**src/rtl/award_dispatch_if.sv**
```systemverilog
// Winner/award bus between the auction stage and award_dispatch.
// win_valid/win_idx/win_ready: a winner transfers on any rising edge where win_valid && win_ready; win_ready never depends combinationally on win_valid.
interface award_dispatch_if;
  logic       win_valid;
  logic [3:0] win_idx;
  logic       win_ready;
  logic [9:0] award;
  logic [9:0] award_ack;
  logic       busy;
  logic       err_p;
  logic       timeout_p;

  modport master (
    output win_valid, win_idx, award_ack,
    input  win_ready, award, busy, err_p, timeout_p
  );

  modport slave (
    input  win_valid, win_idx, award_ack,
    output win_ready, award, busy, err_p, timeout_p
  );
endinterface

```
**src/rtl/award_dispatch.sv**
```systemverilog
// Award dispatcher: turns an accepted winner index into a one-hot award held until ack or TIMEOUT.
// Optional per-agent win statistics are built only when AWARD_STATS_EN is defined.
module award_dispatch #(
  parameter int TIMEOUT = 64
) (
  input  logic              clk,
  input  logic              rst,
  award_dispatch_if.slave   bus,
`ifdef AWARD_STATS_EN
  input  logic [3:0]        stat_sel,
  output logic [7:0]        stat_cnt,
`endif
  output logic              state_dbg
);

  typedef enum logic {IDLE = 1'b0, AWARD = 1'b1} state_t;

  localparam logic [7:0] TO_LAST = 8'(TIMEOUT - 1);

  state_t     state_q, state_d;
  logic [3:0] idx_q, idx_d;
  logic [7:0] wait_q, wait_d;
  logic       err_q, err_d;
  logic       to_q, to_d;
  logic [9:0] award_oh;
  logic       ack_hit;
  logic       complete;

  // Award is decoded from state, so reset clears it without waiting for a clock.
  assign award_oh = (state_q == AWARD) ? (10'd1 << idx_q) : 10'd0;
  assign ack_hit  = |(bus.award_ack & award_oh);

  always_ff @(posedge clk or posedge rst) begin
    if (rst) begin
      state_q <= IDLE;
      idx_q   <= '0;
      wait_q  <= '0;
      err_q   <= 1'b0;
      to_q    <= 1'b0;
    end else begin
      state_q <= state_d;
      idx_q   <= idx_d;
      wait_q  <= wait_d;
      err_q   <= err_d;
      to_q    <= to_d;
    end
  end

  always_comb begin
    state_d  = state_q;
    idx_d    = idx_q;
    wait_d   = wait_q;
    err_d    = 1'b0;
    to_d     = 1'b0;
    complete = 1'b0;
    case (state_q)
      IDLE: begin
        if (bus.win_valid) begin
          if (bus.win_idx <= 4'd9) begin
            state_d = AWARD;
            idx_d   = bus.win_idx;
            wait_d  = '0;
          end else begin
            err_d = 1'b1;
          end
        end
      end
      AWARD: begin
        // Ack wins over an expiring wait in the same cycle.
        if (ack_hit) begin
          state_d  = IDLE;
          complete = 1'b1;
        end else if (wait_q == TO_LAST) begin
          state_d = IDLE;
          to_d    = 1'b1;
        end else begin
          wait_d = wait_q + 8'd1;
        end
      end
      default: state_d = IDLE;
    endcase
  end

  assign bus.win_ready = (state_q == IDLE);
  assign bus.busy      = (state_q == AWARD);
  assign bus.award     = award_oh;
  assign bus.err_p     = err_q;
  assign bus.timeout_p = to_q;
  assign state_dbg     = (state_q == AWARD);

`ifdef AWARD_STATS_EN
  logic [7:0] stat_q [10];

  always_ff @(posedge clk or posedge rst) begin
    if (rst) begin
      for (int i = 0; i < 10; i++) stat_q[i] <= '0;
    end else begin
      for (int i = 0; i < 10; i++) begin
        if (complete && idx_q == 4'(i) && stat_q[i] != 8'hFF)
          stat_q[i] <= stat_q[i] + 8'd1;
      end
    end
  end

  always_comb begin
    stat_cnt = '0;
    for (int i = 0; i < 10; i++) begin
      if (stat_sel == 4'(i)) stat_cnt = stat_q[i];
    end
  end
`else
  logic unused_complete;
  assign unused_complete = complete;
`endif

endmodule

```
**src/flat_wrapper.sv**
```systemverilog
// flat-port wrapper written by rule: the top's interface ports become plain ports
module award_dispatch_flat 
#(
  parameter int TIMEOUT = 64
)
  (clk, rst, state_dbg, bus_win_valid, bus_win_idx, bus_award_ack, bus_win_ready, bus_award, bus_busy, bus_err_p, bus_timeout_p);
  award_dispatch_if bus_i ();
  input  logic clk;
  input  logic rst;
  output logic state_dbg;
  input wire logic [$bits(bus_i.win_valid)-1:0] bus_win_valid;
  input wire logic [$bits(bus_i.win_idx)-1:0] bus_win_idx;
  input wire logic [$bits(bus_i.award_ack)-1:0] bus_award_ack;
  output wire logic [$bits(bus_i.win_ready)-1:0] bus_win_ready;
  output wire logic [$bits(bus_i.award)-1:0] bus_award;
  output wire logic [$bits(bus_i.busy)-1:0] bus_busy;
  output wire logic [$bits(bus_i.err_p)-1:0] bus_err_p;
  output wire logic [$bits(bus_i.timeout_p)-1:0] bus_timeout_p;
  assign bus_i.win_valid = bus_win_valid;
  assign bus_i.win_idx = bus_win_idx;
  assign bus_i.award_ack = bus_award_ack;
  assign bus_win_ready = bus_i.win_ready;
  assign bus_award = bus_i.award;
  assign bus_busy = bus_i.busy;
  assign bus_err_p = bus_i.err_p;
  assign bus_timeout_p = bus_i.timeout_p;
  award_dispatch #(.TIMEOUT(TIMEOUT)) u_core (.clk(clk), .rst(rst), .bus(bus_i), .state_dbg(state_dbg));
endmodule
```
**config.mk**
```make
export PLATFORM = sky130hd
export DESIGN_NAME = award_dispatch_flat
export DESIGN_NICKNAME = d
export VERILOG_FILES = /design/src/rtl/award_dispatch_if.sv /design/src/rtl/award_dispatch.sv /design/src/flat_wrapper.sv
export SDC_FILE = /design/constraint.sdc
export NUM_CORES = 1
export LEC_CHECK = 0
export CORE_MARGIN = 2
export CORE_UTILIZATION = 48
export CTS_BUF_LIST = sky130_fd_sc_hd__clkbuf_4
export CTS_CLUSTER_DIAMETER = 50
export DETAILED_ROUTE_END_ITERATION = 8
export PLACE_DENSITY = 0.78
export SLEW_MARGIN = 25
export SYNTH_ARGS = -nofsm -noshare
export SYNTH_HDL_FRONTEND = slang
export SYNTH_SLANG_ARGS = --single-unit
export TNS_END_PERCENT = 20
```
**constraint.sdc**
```tcl
create_clock -name clk -period 2.44 [get_ports clk]
set_input_delay 0.366 -clock clk [delete_from_list [all_inputs] [get_ports clk]]
set_output_delay 0.366 -clock clk [all_outputs]
set_load 0.02 [all_outputs]
```
* Yosys cells after proc, flatten, opt, wreduce, memory -nomap -nowiden
Cells that the tools add are included. W data, S select, Z words.
Operators by class: add/subtract/negate cells 1, $mul 0, divide/modulo/power cells 0, magnitude comparators 1, equality and inequality tests 5, shift operators 1, mux-type cells 17, bitwise gates (word level) 2, reduce and logical (&&, ||, !) cells 3
Operators by type and width (count):
- $mux W8 | 4
- $pmux W8 S2 | 1
- $and A10 B10 Y10 | 1
- $mux W1 | 10
- $mux W10 | 1
- $reduce_or A10 Y1 | 1
- $shl A1 B4 Y10 const A | 1
- $add A8 B1 Y8 const B | 1
- $eq A8 B6 Y1 const B | 1
- $ne A2 B2 Y1 const B | 3
- $le A4 B4 Y1 const B | 1
- $reduce_and A4 Y1 | 1
- $reduce_and A3 Y1 | 1
- $ne A2 B1 Y1 const B | 1
- $pmux W1 S2 | 1
- $not A1 Y1 | 1
Storage, ports and cells: register bits after elaboration 15, latch bits 0, RAM bits 0, memory bits (read-only) 0, bits of input ports 17, output and inout bits 15, logic and storage cells 35, memories 0

* Depth between registers and ports, before layout
Gate-level depths: netlist (run 1).
word-level depth 6, mapped depth 6, gate-level depth less buffers 6

* Least setup slack after synthesis (run 1)
OpenSTA, ideal clock, no wires.
path type register -> output, from register u_core.state_q (netlist: u_core.bus.busy), to output bus_award[8], arrival 1.630 ns, required time 2.074 ns, setup slack 0.444 ns, stages on the path, launching flop included 5, path buffers 1, cells stage by stage dfrtp_1 buf_2 inv_1 or2_2 nor3_1
Between the ends: cells in the longest elaborated chain, start to end 1
RTL lines:
- start, declared | RTL line award_dispatch.sv:20 | state_t state_q, state_d;
- start signal, assigned | RTL line award_dispatch.sv:41 | state_q <= state_d;
- $mux W10 | RTL line award_dispatch.sv:30 | assign award_oh = (state_q == AWARD) ? (10'd1 << idx_q) : 10'd0;
- end, declared | RTL line flat_wrapper.sv:15 | output wire logic [$bits(bus_i.award)-1:0] bus_award;
No other way between the ends.

* Worst setup path in the final report (run 1)
from register u_core.idx_q[2], to output bus_award[9]
Between the ends: cells in the longest elaborated chain, start to end 2
RTL lines:
- start, declared | RTL line award_dispatch.sv:21 | logic [3:0] idx_q, idx_d;
- start signal, assigned | RTL line award_dispatch.sv:42 | idx_q <= idx_d;
- $shl A1 B4 Y10 | RTL line award_dispatch.sv:30
- $mux W10 | RTL line award_dispatch.sv:30
No other way between the ends.

==> summary.txt, run 1 <==
Outcome
  • Status: complete, no violations

Route
  • Antenna Violating Nets Remaining: 0
  • Drt first pass iters: 4
  • Vias: 948
  • Post-DR wirelength/cell: about 15 µm
  • Initial DRC Count: 25
  • Final wirelength: about 2.4 mm
  • Via/cell ratio: between 5 and 6
  • DR DRC count: 0

Synth
  • Post-synthesis sequential area ratio: 0.3659
  • Synth Instances: approximately 110
  • Synth cell types: 37
  • Flops & latches, synth: 15
  • Syn Nets: between 100 and 150
  • XOR/XNOR share of the synthesized area: 0
  • Post-Synth Adder-Cell Area: 0.01220
  • Mapped Area: just over 0.001 mm²
  • Largest family of logic cells by synthesized area: simple AND/OR/NAND/NOR gates
  • YS warnings: 0
  • Mux cell area share after synthesis: 0.1012
  • Compound-Gate Fraction of Synth Area: 0.1939
  • Syn Area/Cell: 9.500 µm²
  • Simple-Gate Fraction of Synth Area: 0.2732

Worst setup path
  • CP max FO: 6
  • R2R Setup Slk: around 0.33 ns
  • Crit path from: u_core.idx_q[2]$_DFFE_PP0P_
  • CP max stage cell: clkdlybuf4s50_1
  • R2r worst-path depth: 5
  • Setup CP Type: flip-flop to primary output
  • Worst R2R End: u_core.wait_q[3]$_DFFE_PP0P_
  • Critical Path RT: 2.07 ns
  • Crit path DAT: 1.97 ns
  • CP endpoint kind: primary output
  • FF-to-FF Start: u_core.idx_q[0]$_DFFE_PP0P_
  • Largest stage delay, worst path: a little over 0.6 ns
  • Worst setup SP type: flip-flop
  • Crit path cell chain: nand2b_1, or2_2, nor2_1, clkdlybuf4s50_1

Layout
  • Fraction of layout cells with a size suffix above 1: 0.1500
  • Post-layout util: 0.6995
  • Ant. Diodes: 0
  • Area growth, synth to finish: 35.12%
  • Non-Filler Instances: 167
  • Most common cell after layout, fill and taps aside: clkdlybuf4s50_1
  • Commonest non-fill, non-tap cells in the layout: clkdlybuf4s50_1 (30), dfrtp_1 (14), nand2_1 (11)
  • Layout net count: about 160

Global route
  • Grt ovf: 0
  • Total GRT Usage: 0.2188
  • First-pass GRT wire length: roughly 4.1 mm
  • Grt met3 use: 0.05952
  • Initial antenna violation count: 0
  • Pin count of the biggest net entering global routing: 16
  • Met1 GRT Util: 0.2663
  • Number of global-route vias before repair: approximately 900
  • Grt met2 use: 0.3640
  • GRT busiest layer: met2

Timing
  • Final setup viols: 0
  • Fin. max-slew vios: 0
  • Max_slew headroom: 0.6176
  • Worst Max-Slew Pin Slew: roughly 0.57 ns
  • Period utilisation layout: 0.9573
  • Final hold vios: 0
  • Max Fclk: 428.1 MHz
  • Fin Setup TNS: 0 ns
  • Clock period minus final worst setup slack: roughly 2.3 ns
  • Clock Skew: approximately 0.011 ns
  • RSZ-0062 raised after global routing: false

Placement
  • Placed cells: between 150 and 200
  • Final estimated routing congestion in global placement: about 0.85
  • DP Wirelength: 1.871 mm
  • PortBufs: 31

Power and ir drop
  • Peak VDD IR: between 700 and 800 µV
  • PwrDens: 1034 mW/mm²
  • Leakage Power: about 0.59 nW

Floorplan
  • Starting Density: 0.5177
  • Core box area: slightly below 0.002 mm²
  • Die area: approximately 0.0025 mm²
  • I/O pins: 32
  • Row count: 16
  • Die X: about 50 µm
  • DIE HEIGHT: around 50 µm

Clock network
  • Max Root-Sink Buffers: 2
  • Postcts setup bufs: 0
  • H-tree depth: 1
  • Clk slew on worst S/H paths: ~0.11 ns
  • CTS tree: done
  • Worst-Skew Late Latency: 0.30 ns
  • CTS sink count: 15
  • CTS buffer count: 3
  • Root Driver: clkbuf_4

Hold path
  • HP Class: input pin to async pin

Job
  • Max-Cap Viols: 0
==> critical path, delay by kind of cell, from the launching register on <==
kind,cells,cell delay [ns]
buffers and inverters,1,0.61
flip-flops,1,0.46
AND/OR/NAND/NOR,3,0.60
==> metal layers <==
metal  wire [µm]  vias to the layer above
met5           0                        -
met4          58                        0
met3         147                        9
met2        1195                       39
met1        1043                      442
li1            -                      458
==> final cells by class <==
class / count / area, µm²
clock inverter: 1 / 7.507
sequential: 15 / 376.6
multi-input combinational: 82 / 595.6
tap: 27 / 33.78
timing repair buffer: 33 / 327.8
clock buffer: 3 / 22.52
fill: 150 / 595.6
inverter: 6 / 22.52
==> cell families (layout without fill, tap and decap cells) <==
logic type	count (synthesis)	count (layout)
fa+ha+maj	1	1
mux	10	10
simple gates	51	51
buf+inv	11	43
flops	15	15
compound gates	20	20
==> sequential cells by signal (all words and copies together) (netlist names) <==
signal,flops
u_core.bus.timeout_p,1
u_core.idx_q,4
u_core.bus.err_p,1
u_core.wait_q,8
u_core.bus.busy,1
==> worst max path at each step <==
| stage | endpoint | slack, ns | cells after the start |
|---|---|---|---|
| global route | bus_award[6] | 0.005 | 4 |
| CTS | bus_award[8] | 0.009 | 4 |
| detailed placement | u_core.wait_q[3]$_DFFE_PP0P_ | 0.31 | 6 |
| finish | bus_award[9] | 0.10 | 4 |
| floorplan | bus_award[8] | 0.44 | 4 |
| global placement | u_core.wait_q[3]$_DFFE_PP0P_ | 0.32 | 6 |
==> cell usage after synthesis (all sizes together) <==
master	n	area, µm²
or4	1	7.510
buf	4	28.78
dfrtp	15	375.4
ha	1	12.51
or3	1	6.260
nor3b	4	30.03
a32o	1	10.01
nand3b	1	11.26
mux2	3	33.78
o31ai	4	48.79
inv	6	22.52
nand3	5	25.02
a21oi	1	5.000
a2111oi	1	15.01
nor3	6	30.03
a21bo	1	16.27
or2	1	6.260
nand2b	5	38.78
o211ai	1	7.510
a21boi	1	7.510
and3	4	25.02
mux2i	7	70.07
o21ai	3	15.01
clkbuf	1	3.750
nor4b	1	15.01
nand4	1	6.260
a31oi	6	65.06
nand2	11	41.29
o31a	1	8.760
nor2	10	37.54
==> what timing repair did <==
| item | in CTS | in global routing |
|---|---|---|
| endpoints found under the setup margin | 0 | 6 |
| endpoints found under the hold margin | 0 | 0 |
| hold buffers | 0 | 0 |
| resized for setup | 0 | 2 |
==> power breakdown <==
| group | switching [mW] | leakage (nW) | internal (mW) |
|---|---|---|---|
| Combinational | 0.395 | 0.389 | 0.365 |
| Sequential | 0.180 | 0.192 | 0.339 |
| Clock | 0.0924 | 0.0139 | 0.0626 |
==> through the flow <==
stage	hold WS (ns)	cell area, µm²	total power, mW	setup slack (ns)
after CTS	0.4318	1383	1.437	0.008524
after global routing	0.4981	1386	1.539	0.004942
after global placement	0.5000	1353	1.251	0.3191
after detailed placement	0.5146	1353	1.279	0.3133
after floorplan	0.2675	1026	1.060	0.4441
final	0.4036	1386	1.433	0.1042
Power figures use the tool's default switching activity.
==> inputs of run 2 (changes only) <==
--- a/config.mk
+++ b/config.mk
@@ -5,11 +5,13 @@
 export SDC_FILE = /design/constraint.sdc
 export NUM_CORES = 1
 export LEC_CHECK = 0
+export ABC_AREA = 1
 export CORE_MARGIN = 2
-export CORE_UTILIZATION = 48
+export CORE_UTILIZATION = 47
 export CTS_BUF_LIST = sky130_fd_sc_hd__clkbuf_4
 export CTS_CLUSTER_DIAMETER = 50
 export DETAILED_ROUTE_END_ITERATION = 8
+export GPL_ROUTABILITY_DRIVEN = 1
 export PLACE_DENSITY = 0.78
 export SLEW_MARGIN = 25
 export SYNTH_ARGS = -nofsm -noshare
==> summary.txt, run 2 <==
Clock network
  • Max Root-Sink Buffers: 2 (unchanged)
  • Worst-Skew Late Latency: 0.29 ns (about the same)
  • CTS buffer count: 3 (unchanged)
  • Clk slew on worst S/H paths: 0.09 ns (-0.02 ns)
  • CTS sink count: 15 (unchanged)
  • Root Driver: clkbuf_4
  • Postcts setup bufs: 0 (unchanged)
  • CTS tree: done
  • CTS hold repair buffers: 0 (unchanged)
  • H-tree depth: 1 (unchanged)

Global route
  • Total GRT Usage: 0.2434 (+0.02457)
  • Pin count of the biggest net entering global routing: 16 (unchanged)
  • Number of global-route vias before repair: 1028 (+11%)
  • Grt ovf: 0 (unchanged)
  • Initial antenna violation count: 0 (unchanged)
  • First-pass GRT wire length: 4.629 mm (+12%)

Placement
  • Final estimated routing congestion in global placement: 0.8699 (+2.9%)
  • Placed Area: 0.001313 mm² (-3.0%)
  • DP Worst Slack: 0.3864 ns (+0.07311 ns)
  • DP Wirelength: 2.039 mm (+9.0%)
  • PortBufs: 31 (unchanged)

Floorplan
  • DIE HEIGHT: 49.60 µm (-1.3%)
  • I/O pins: 32 (unchanged)
  • Starting Density: 0.4981 (-0.01959)
  • Row count: 16 (unchanged)
  • Core box area: 0.001962 mm² (-1.0%)
  • Die X: 49.60 µm (-1.3%)
  • Die area: 0.002460 mm² (-2.5%)

Worst setup path
  • Worst setup SP type: flip-flop
  • Critical Path RT: 2.07 ns (about the same)
  • Crit path DAT: 1.88 ns (-0.09 ns)
  • Setup CP Type: flip-flop to primary output
  • CP max FO: 12 (+6)
  • CP endpoint kind: primary output

Synth
  • Syn Area/Cell: 6.882 µm² (-28%)
  • Post-synth EDFFs: 0 (unchanged)
  • Count leader, synth: nor2_1
  • YS warnings: 0 (unchanged)
  • XOR/XNOR share of the synthesized area: 0.01793 (+0.01793)
  • Largest family of logic cells by synthesized area: simple AND/OR/NAND/NOR gates
  • Post-synth top flop: dfrtp_1
  • Post-synth top area share: 0.3841 (+0.01827)
  • Mapped Area: 977.2 µm² (-4.8%)
  • Syn Nets: 160 (+27%)
  • Synth cell types: 21 (-43%)
  • Mux cell area share after synthesis: 0 (-0.1012)
  • Simple-Gate Fraction of Synth Area: 0.4520 (+0.1788)
  • Compound-Gate Fraction of Synth Area: 0.05122 (-0.1427)
  • Synth top area cells: dfrtp_1 (38%), nand3_1 (13%), nor2_1 (11%), nand2_1 (10%), inv_1 (4.6%)
  • Post-synthesis sequential area ratio: 0.3841 (+0.01827)
  • Async set or reset register ratio after synthesis: 1.000 (unchanged)
  • Post-synth top area cell: dfrtp_1
  • Post-Synth Adder-Cell Area: 0.01280 (+0.0006090)
  • Synth Instances: 142 (+31%)
  • Flops & latches, synth: 15 (unchanged)
  • Post-synth top cells: nor2_1 (29), nand2_1 (26), nand3_1 (26), dfrtp_1 (15), inv_1 (12)

Power and ir drop
  • Switching power: 0.5972 mW (-10%)
  • PwrDens: 916.3 mW/mm² (-11%)
  • Sequential fraction of design power: 0.315 (-0.047)
  • Peak VDD IR: 672.1 µV (-8.2%)
  • Cell Int Power: 0.6341 mW (-17%)
  • Leakage Power: 0.6284 nW (+5.8%)
  • Combinational share of power: 0.557 (+0.027)
  • Clock power share: 0.128 (+0.020)
  • Sw Ratio: 0.4850 (+0.01962)

Layout
  • Top reg by flops: u_core.wait_q
  • Biggest regs: u_core.wait_q (8), u_core.idx_q (4)
  • Ant. Diodes: 0 (unchanged)
  • Post-layout util: 0.6849 (-0.01455)
  • Finished layout cell area: 0.001344 mm² (-3.1%)
  • Fraction of layout cells with a size suffix above 1: 0.1080 (-0.04205)
  • Commonest non-fill, non-tap cells in the layout: clkdlybuf4s50_1 (31), nor2_1 (29), nand3_1 (26), nand2_1 (26), dfrtp_1 (14)
  • Layout net count: 195 (+23%)
  • Max reg flops: 8 (unchanged)
  • Area growth, synth to finish: 37.52%
  • Most common cell after layout, fill and taps aside: clkdlybuf4s50_1

Timing
  • Fin. max-slew vios: 0 (unchanged)
  • Period utilisation layout: 0.9204 (-0.03685)
  • Worst Max-Slew Pin Slew: 0.5975 ns (+0.02452 ns)
  • RSZ-0062 raised after global routing: false
  • Final worst setup slack: 0.1941 ns (+0.08991 ns)
  • Final hold vios: 0 (unchanged)
  • Clock Skew: 0.003604 ns (-0.007840 ns)
  • Fin Setup TNS: 0 ns (unchanged)
  • Max_slew headroom: 0.6013 (-0.01637)
  • Max Fclk: 445.3 MHz (+4.0%)
  • Clock period minus final worst setup slack: 2.246 ns (-0.08991 ns)
  • WHS: 0.4298 ns (+0.02625 ns)
  • Final setup viols: 0 (unchanged)

Route
  • Antenna Violating Nets Remaining: 0 (unchanged)
  • DR DRC count: 0 (unchanged)
  • DR top layer: met4
  • Post-DR wirelength/cell: 12.84 µm (-12%)
  • Initial DRC Count: 23 (-8.0%)
  • Final wirelength: 2.607 mm (+6.7%)
  • Routed met2 length: 1.184 mm (-0.92%)
  • Vias: 1077 (+14%)
  • Routed met1 length: 1.127 mm (+8.1%)
  • Via/cell ratio: 5.305 (-6.5%)
  • Drt first pass iters: 4 (unchanged)
  • WL met3: 199 µm (+35%)

Hold path
  • HP Class: input pin to async pin

Job
  • Max-Cap Viols: 0 (unchanged)

Outcome
  • Status: complete, no violations
## run 2: per-layer routing
layer  track usage  up-vias
met5             0        -
met4        0.1296        0
met3       0.05152       11
met2        0.3889       48
met1        0.3068      491
li1              -      527
## run 2: logic make-up (layout without fill, tap and decap cells)
group           after synthesis  count (layout)
simple gates                 96              96
buf+inv                      18              52
flops                        15              15
compound gates               10              10
xor+xnor                      2               2
fa+ha+maj                     1               1
## run 2: cell type report
type | count | area (µm²)
clock buffers | 4 | 30.03
fillers | 179 | 618.1
inverters | 15 | 56.30
multi-input cells | 109 | 521.8
flip-flops and latches | 15 | 376.6
well taps | 27 | 33.78
repair buffers | 33 | 325.3
## run 2: timing repair
item,CTS,global route
endpoints found under the setup margin,0,4
resized for setup,0,1
hold endpoints to repair,0,0
## run 2: through the flow
| stage | total power [mW] | cells |
|---|---|---|
| after floorplan | 0.8524 | 142 |
| after global placement | 1.047 | 199 |
| after detailed placement | 1.077 | 199 |
| after CTS | 1.235 | 203 |
| after global routing | 1.331 | 203 |
| final | 1.231 | 203 |
## run 2: path summary, 6_finish.rpt
path / from / end / slack (ns) / depth (start not counted)
min in group clk: u_core.wait_q[7]$_DFFE_PP0P_ / u_core.wait_q[7]$_DFFE_PP0P_ / 0.57 / 2
setup / recovery: u_core.bus.busy$_DFF_PP0_ / bus_award[6] / 0.19 / 5
setup reg to reg: u_core.wait_q[0]$_DFFE_PP0P_ / u_core.wait_q[4]$_DFFE_PP0P_ / 0.74 / 10
hold / removal: rst / u_core.wait_q[0]$_DFFE_PP0P_ / 0.43 / 2
max in group asynchronous: rst / u_core.bus.busy$_DFF_PP0_ / 1.59 / 2
hold reg to reg: u_core.wait_q[7]$_DFFE_PP0P_ / u_core.wait_q[7]$_DFFE_PP0P_ / 0.57 / 2
## run 2: critical path, cell delays in order, from the launching register on
cell	delay (ns)
dfrtp_2	0.50
nand2_2	0.09
nor2_2	0.17
inv_1	0.11
nor2_1	0.11
clkdlybuf4s50_1	0.61
## run 2: power by group through the flow
stage          Sequential, mW  Combinational, mW  Clock [mW]
2_1_floorplan           0.371              0.481           0
3_3_place_gp            0.383              0.664           0
3_5_place_dp            0.391              0.686           0
4_1_cts                 0.386              0.689       0.161
5_1_grt                 0.399              0.762       0.170
6_report                0.388              0.686       0.157
